**src/rtl/operand_fetch_stage.sv**
```systemverilog
// Operand fetch stage: holds one decoded instruction, waits for valid sources, issues to execute.
// Optional stall watchdog enabled by defining OPFETCH_STALL_WATCHDOG_EN.
//
// state   | meaning
// IDLE    | empty, may accept a decoded instruction
// WAIT    | instruction held, waiting for source registers to become valid
// ISSUE   | operands captured, ex_valid high until execute accepts
module operand_fetch_stage #(
    parameter int NUM_REGS       = 32,
    parameter int REG_ID_W       = $clog2(NUM_REGS),
    parameter int VEC_W          = 256,
    parameter int OPC_W          = 8,
    parameter int TIMEOUT_CYCLES = 1024
) (
    input  logic                clk,
    input  logic                rst_n,
    input  logic                dec_valid,
    output logic                dec_ready,
    input  logic [OPC_W-1:0]    dec_opcode,
    input  logic [REG_ID_W-1:0] dec_src_a,
    input  logic [REG_ID_W-1:0] dec_src_b,
    input  logic                dec_use_a,
    input  logic                dec_use_b,
    input  logic [REG_ID_W-1:0] dec_dst,
    input  logic                dec_use_dst,
    output logic [REG_ID_W-1:0] rf_rd_a_id,
    output logic [REG_ID_W-1:0] rf_rd_b_id,
    input  logic                rf_a_valid,
    input  logic                rf_b_valid,
    input  logic [VEC_W-1:0]    rf_a_data,
    input  logic [VEC_W-1:0]    rf_b_data,
    output logic                rf_inv_en,
    output logic [REG_ID_W-1:0] rf_inv_id,
    input  logic                rf_halted,
    output logic                ex_valid,
    input  logic                ex_ready,
    output logic [OPC_W-1:0]    ex_opcode,
    output logic [VEC_W-1:0]    ex_op_a,
    output logic [VEC_W-1:0]    ex_op_b,
    output logic [REG_ID_W-1:0] ex_dst,
    output logic                ex_wr_dst,
    output logic                stall_timeout
);

    typedef enum logic [1:0] {S_IDLE, S_WAIT, S_ISSUE} state_t;

    state_t              st;
    logic [OPC_W-1:0]    opc_q;
    logic [REG_ID_W-1:0] src_a_q;
    logic [REG_ID_W-1:0] src_b_q;
    logic [REG_ID_W-1:0] dst_q;
    logic                use_a_q;
    logic                use_b_q;
    logic                use_dst_q;

    logic ok_a;
    logic ok_b;
    logic fire;
    logic accept;

    assign ok_a   = !use_a_q || rf_a_valid;
    assign ok_b   = !use_b_q || rf_b_valid;
    assign fire   = (st == S_WAIT) && ok_a && ok_b;
    assign accept = dec_valid && dec_ready;

    always_comb begin
        dec_ready = 1'b0;
        case (st)
            S_IDLE:  dec_ready = !rf_halted;
            S_ISSUE: dec_ready = ex_ready && !rf_halted;
            default: dec_ready = 1'b0;
        endcase
    end

    assign rf_rd_a_id = src_a_q;
    assign rf_rd_b_id = src_b_q;

    // Invalidate on the capture edge so a src==dst instruction still reads the old value.
    assign rf_inv_en = fire && use_dst_q;
    assign rf_inv_id = dst_q;

    always_ff @(posedge clk or negedge rst_n) begin
        if (!rst_n) begin
            st        <= S_IDLE;
            opc_q     <= '0;
            src_a_q   <= '0;
            src_b_q   <= '0;
            dst_q     <= '0;
            use_a_q   <= 1'b0;
            use_b_q   <= 1'b0;
            use_dst_q <= 1'b0;
            ex_valid  <= 1'b0;
            ex_opcode <= '0;
            ex_op_a   <= '0;
            ex_op_b   <= '0;
            ex_dst    <= '0;
            ex_wr_dst <= 1'b0;
        end else begin
            if (accept) begin
                opc_q     <= dec_opcode;
                src_a_q   <= dec_src_a;
                src_b_q   <= dec_src_b;
                dst_q     <= dec_dst;
                use_a_q   <= dec_use_a;
                use_b_q   <= dec_use_b;
                use_dst_q <= dec_use_dst;
            end
            case (st)
                S_IDLE: begin
                    if (accept) st <= S_WAIT;
                end
                S_WAIT: begin
                    if (ok_a && ok_b) begin
                        ex_op_a   <= use_a_q ? rf_a_data : '0;
                        ex_op_b   <= use_b_q ? rf_b_data : '0;
                        ex_opcode <= opc_q;
                        ex_dst    <= dst_q;
                        ex_wr_dst <= use_dst_q;
                        ex_valid  <= 1'b1;
                        st        <= S_ISSUE;
                    end
                end
                S_ISSUE: begin
                    if (ex_ready) begin
                        ex_valid <= 1'b0;
                        st       <= accept ? S_WAIT : S_IDLE;
                    end
                end
                default: st <= S_IDLE;
            endcase
        end
    end

`ifdef OPFETCH_STALL_WATCHDOG_EN
    logic [15:0] stall_cnt;

    // Flag only; the stalled instruction keeps waiting.
    always_ff @(posedge clk or negedge rst_n) begin
        if (!rst_n) begin
            stall_cnt     <= '0;
            stall_timeout <= 1'b0;
        end else if (st == S_WAIT) begin
            if (stall_cnt != 16'hFFFF) stall_cnt <= stall_cnt + 16'd1;
            if (32'(stall_cnt) + 32'd1 >= 32'(TIMEOUT_CYCLES)) stall_timeout <= 1'b1;
        end else begin
            stall_cnt <= '0;
        end
    end
`else
    assign stall_timeout = 1'b0;
`endif

`ifndef SYNTHESIS
    always_ff @(posedge clk) begin
        assert (TIMEOUT_CYCLES > 0 && TIMEOUT_CYCLES <= 65535);
        if (st != S_IDLE) begin
            if (use_a_q) assert (int'(src_a_q) < NUM_REGS);
            if (use_b_q) assert (int'(src_b_q) < NUM_REGS);
            if (use_dst_q) assert (int'(dst_q) < NUM_REGS);
        end
    end
`endif

endmodule

```
**config.mk**
```make
export PLATFORM = sky130hd
export DESIGN_NAME = operand_fetch_stage
export DESIGN_NICKNAME = d
export VERILOG_FILES = /design/src/rtl/operand_fetch_stage.sv
export SDC_FILE = /design/constraint.sdc
export NUM_CORES = 1
export LEC_CHECK = 0
export ABC_AREA = 0
export BUFFER_PORTS_ARGS = -buffer_cell sky130_fd_sc_hd__buf_4
export CAP_MARGIN = 25
export CORE_AREA = 2 2 426 428
export CTS_CLUSTER_DIAMETER = 100
export DETAILED_ROUTE_END_ITERATION = 8
export DIE_AREA = 0 0 428 430
export MAX_ROUTING_LAYER = met4
export SLEW_MARGIN = 15
export SYNTH_ARGS = -nofsm -noshare
export SYNTH_HDL_FRONTEND = slang
export SYNTH_SLANG_ARGS = --single-unit
```
**constraint.sdc**
```tcl
create_clock -name clk -period 1.8 [get_ports clk]
set_input_delay 0.09 -clock clk [delete_from_list [all_inputs] [get_ports clk]]
set_output_delay 0.09 -clock clk [all_outputs]
set_load 0.02 [all_outputs]
```
==> flow_summary_export.csv <==
group,metric,value,unit
floorplan,rows,156,
floorplan,die_h,430,um
pwr,irDropWorstVdd,0.784,mV
synthesis,ys_ff_latch,555,
synthesis,ys_seq_area_frac,0.560,
synthesis,syn_nets,2812,
synthesis,synth_edf_count,0,
sta,relSlewSlack,0.648,
min_path,hold_path.class,"primary input to register",
synthesis,synthSimpleGateAreaFrac,0.0795,
routing,vias_per_cell,3.50,
synthesis,ys.flop_type,"dfrtp_1",
layout,final_area,45400,sq um
synthesis,synth_most_common_cell,"dfrtp_1",
layout,drive_above_1_share,0.354,
routing,firstDrtPassIters,6,
pwr,p_leak,21.6,nW
synthesis,synth_top_family_by_area,"multiplexers",
clock_tree,cts_root_buf,"clkbuf_16",
run_status,violations,"negative setup slack",
synthesis,synth_area_leaders,"dfrtp_1, mux2i_1, inv_1",
sta,holdWs,0.0545,ns
sta,finalMaxSlewViolations,0,
job,maxCapViolCount,0,
floorplan,dieWidth,428,um
worst_setup_path,cp.required,1.71,ns
layout,nets,4582,
placement,gp_congestion,0.916,
synthesis,synthMuxAreaShare,0.225,
synthesis,syn_avg_cell_area,10.9,sq um
clock_tree,cts_sinks,555,
synthesis,syn_area,24800,sq um
worst_setup_path,crit_fanout,2,
global_route,track_usage,0.156,
sta,rsz0062_at_grt,"true",
routing,drc_errors,0,
sta,finalHoldViolations,0,
synthesis,yosysTopAreaCellShare,0.560,
placement,numPortBuffers,1088,
routing,ant_nets,0,
sta,tightestPinTransition,0.528,ns
worst_setup_path,critPathCaptureType,"output port",
placement,dp_hpwl,115000,um
floorplan,ioPinCount,1090,
sta,period_share,1.17,
layout,final_util,0.253,
synthesis,synth_xor_area_frac,0,
worst_setup_path,setup.worst_path.class,"register to output port",
sta,maxClockFrequency,0.475,GHz
clock_tree,clk_pin_slew_worst_paths,0.05,ns
routing,drt_wl_total,146000,um
floorplan,core,180000,sq um
global_route,grt_max_degree,89,
worst_setup_path,rr_startpoint,"use_a_q",
worst_setup_path,cp.arrival,2.02,ns
synthesis,synthArstFlopShare,1.00,
routing,route.detailed.wl_per_inst,22.4,um
synthesis,synth.distinct_cells,19,
global_route,grt-ovfl-total,0,
clock_tree,cts_tree,"built",
synthesis,syn_inst,2267,
pwr,powerDensity,1810,nW/um^2
synthesis,yosys-top-cells-count,"dfrtp_1, inv_1, nand2_1",
layout,area_delta_synth_final,83.1,%
placement,dpl-instance-area,36200,sq um
sta,worst_slack,-0.306,ns
worst_setup_path,r2r_end,"ex_op_a[47]",
worst_setup_path,setup.worst_path.start,"use_a_q",
sta,skew,0.0329,ns
worst_setup_path,reg2reg_depth,8,
worst_setup_path,r2r_slack,-0.15,ns
clock_tree,numCtsBuffers,76,
synthesis,synth-compound-area-share,0.00161,
routing,drt_iter0_drc,1089,
worst_setup_path,critical_path.endpoint,"rf_inv_en",
clock_tree,clock_latency,0.69,ns
clock_tree,clockBufferDepth,3,
global_route,grt_pass1_wl,196000,um
floorplan,dieArea,184000,sq um
routing,via_count,22700,
sta,setup_viol,370,
clock_tree,htree_levels,3,
floorplan,start_util,0.138,
synthesis,yosys_warnings,0,
run_status,outcome,"finished with violations",
global_route,antenna_found_initial,43,
global_route,first_global_vias,24300,
synthesis,synthAdderAreaFrac,0,
synthesis,yosysTopAreaCell,"dfrtp_1",
sta,post-route-min-period,2.11,ns
worst_setup_path,worstSetupStartpointType,"register",
==> routing by layer <==
layer  GRT usage  wire length (um)  vias to the layer above
li1            -                 -                    10500
met1       0.190             62900                    11300
met2       0.256             70900                      769
met3      0.0302              7170                      176
met4      0.0560              4770                        0
met5           -                 0                        -
==> critical path, cell delays in order, from the launching register on <==
cell and delay [ns]:
dfrtp_4 0.48, a221oi_4 0.29, buf_6 0.16, buf_12 0.11, and2_4 0.15, buf_6 0.12
==> worst min path at each step <==
stage	start	cells past startpoint	endpoint
after floorplan	rst_n	0	ex_dst[0]
after global placement	rst_n	1	ex_op_a[188]
after detailed placement	rst_n	1	ex_op_a[188]
after CTS	rf_halted	5	st[0]
after global routing	rst_n	3	ex_op_a[155]
final	rf_halted	5	st[0]
==> cells in the final DEF, fill, tap and decap left out, drive strengths merged <==
cell type and count:
a221oi 1, clkinv 17, a22oi 1, and2 2, buf 1248, dfrtp 555
dlygate4sd3 543, mux2 40, nand2 513, clkbuf 124, inv 521, diode 32
nand2b 3, o21ai 2, mux2i 512, bufinv 6, conb 1, clkinvlp 1
o21bai 1, nor2 1, nand3 1
==> cell families after synthesis <==
kind of cell / count (synthesis)
buf+inv: 634
flops: 555
mux: 552
simple gates: 520
compound gates: 5
other cells: 1
==> power breakdown <==
| group | total [mW] | switching (mW) | internal, mW |
|---|---|---|---|
| Sequential | 23.1 | 4.30 | 18.8 |
| Clock | 15.7 | 6.44 | 9.22 |
| Combinational | 43.3 | 25.2 | 18.0 |
==> stage by stage <==
| stage | std cells | total power, mW | setup slack, ns | TNS [ns] |
|---|---|---|---|---|
| 6_report | 6495 | 82.0 | -0.306 | -26.03 |
| 5_1_grt | 6492 | 86.3 | -0.435 | -69.53 |
| 4_1_cts | 6428 | 81.8 | -0.457 | -70.78 |
| 3_5_place_dp | 5738 | 63.8 | -0.128 | -6.26 |
| 3_3_place_gp | 5738 | 63.6 | -0.104 | -5.63 |
| 2_1_floorplan | 2267 | 42.7 | 0.248 | 0 |
==> sequential cells by signal, indices dropped and copies added (netlist names) <==
register and flops:
ex_dst 5, ex_op_a 256, ex_op_b 256, ex_opcode 8
ex_valid 1, ex_wr_dst 1, opc_q 8, rf_inv_id 5
rf_rd_a_id 5, rf_rd_b_id 5, st 2, use_a_q 1
use_b_q 1, use_dst_q 1
==> area by class of cell <==
class / instances / area [sq um]
clock buffer: 103 / 2130
multi-input combinational: 1078 / 7720
clock inverter: 31 / 382
antenna: 32 / 80.1
timing repair buffer: 1812 / 16300
fill: 19100 / 134000
inverter: 514 / 1930
sequential: 555 / 13900
tap: 2370 / 2970
==> what timing repair did <==
action,4_1_cts,5_1_grt
hold buffers,544,0
pin swaps,1,1
endpoints found under the setup margin,235,512
setup buffers,8,18
gates resized for setup,31,60
cloned,5,22
endpoints found under the hold margin,1096,0
Note: power is estimated with default switching activity, not from simulation.
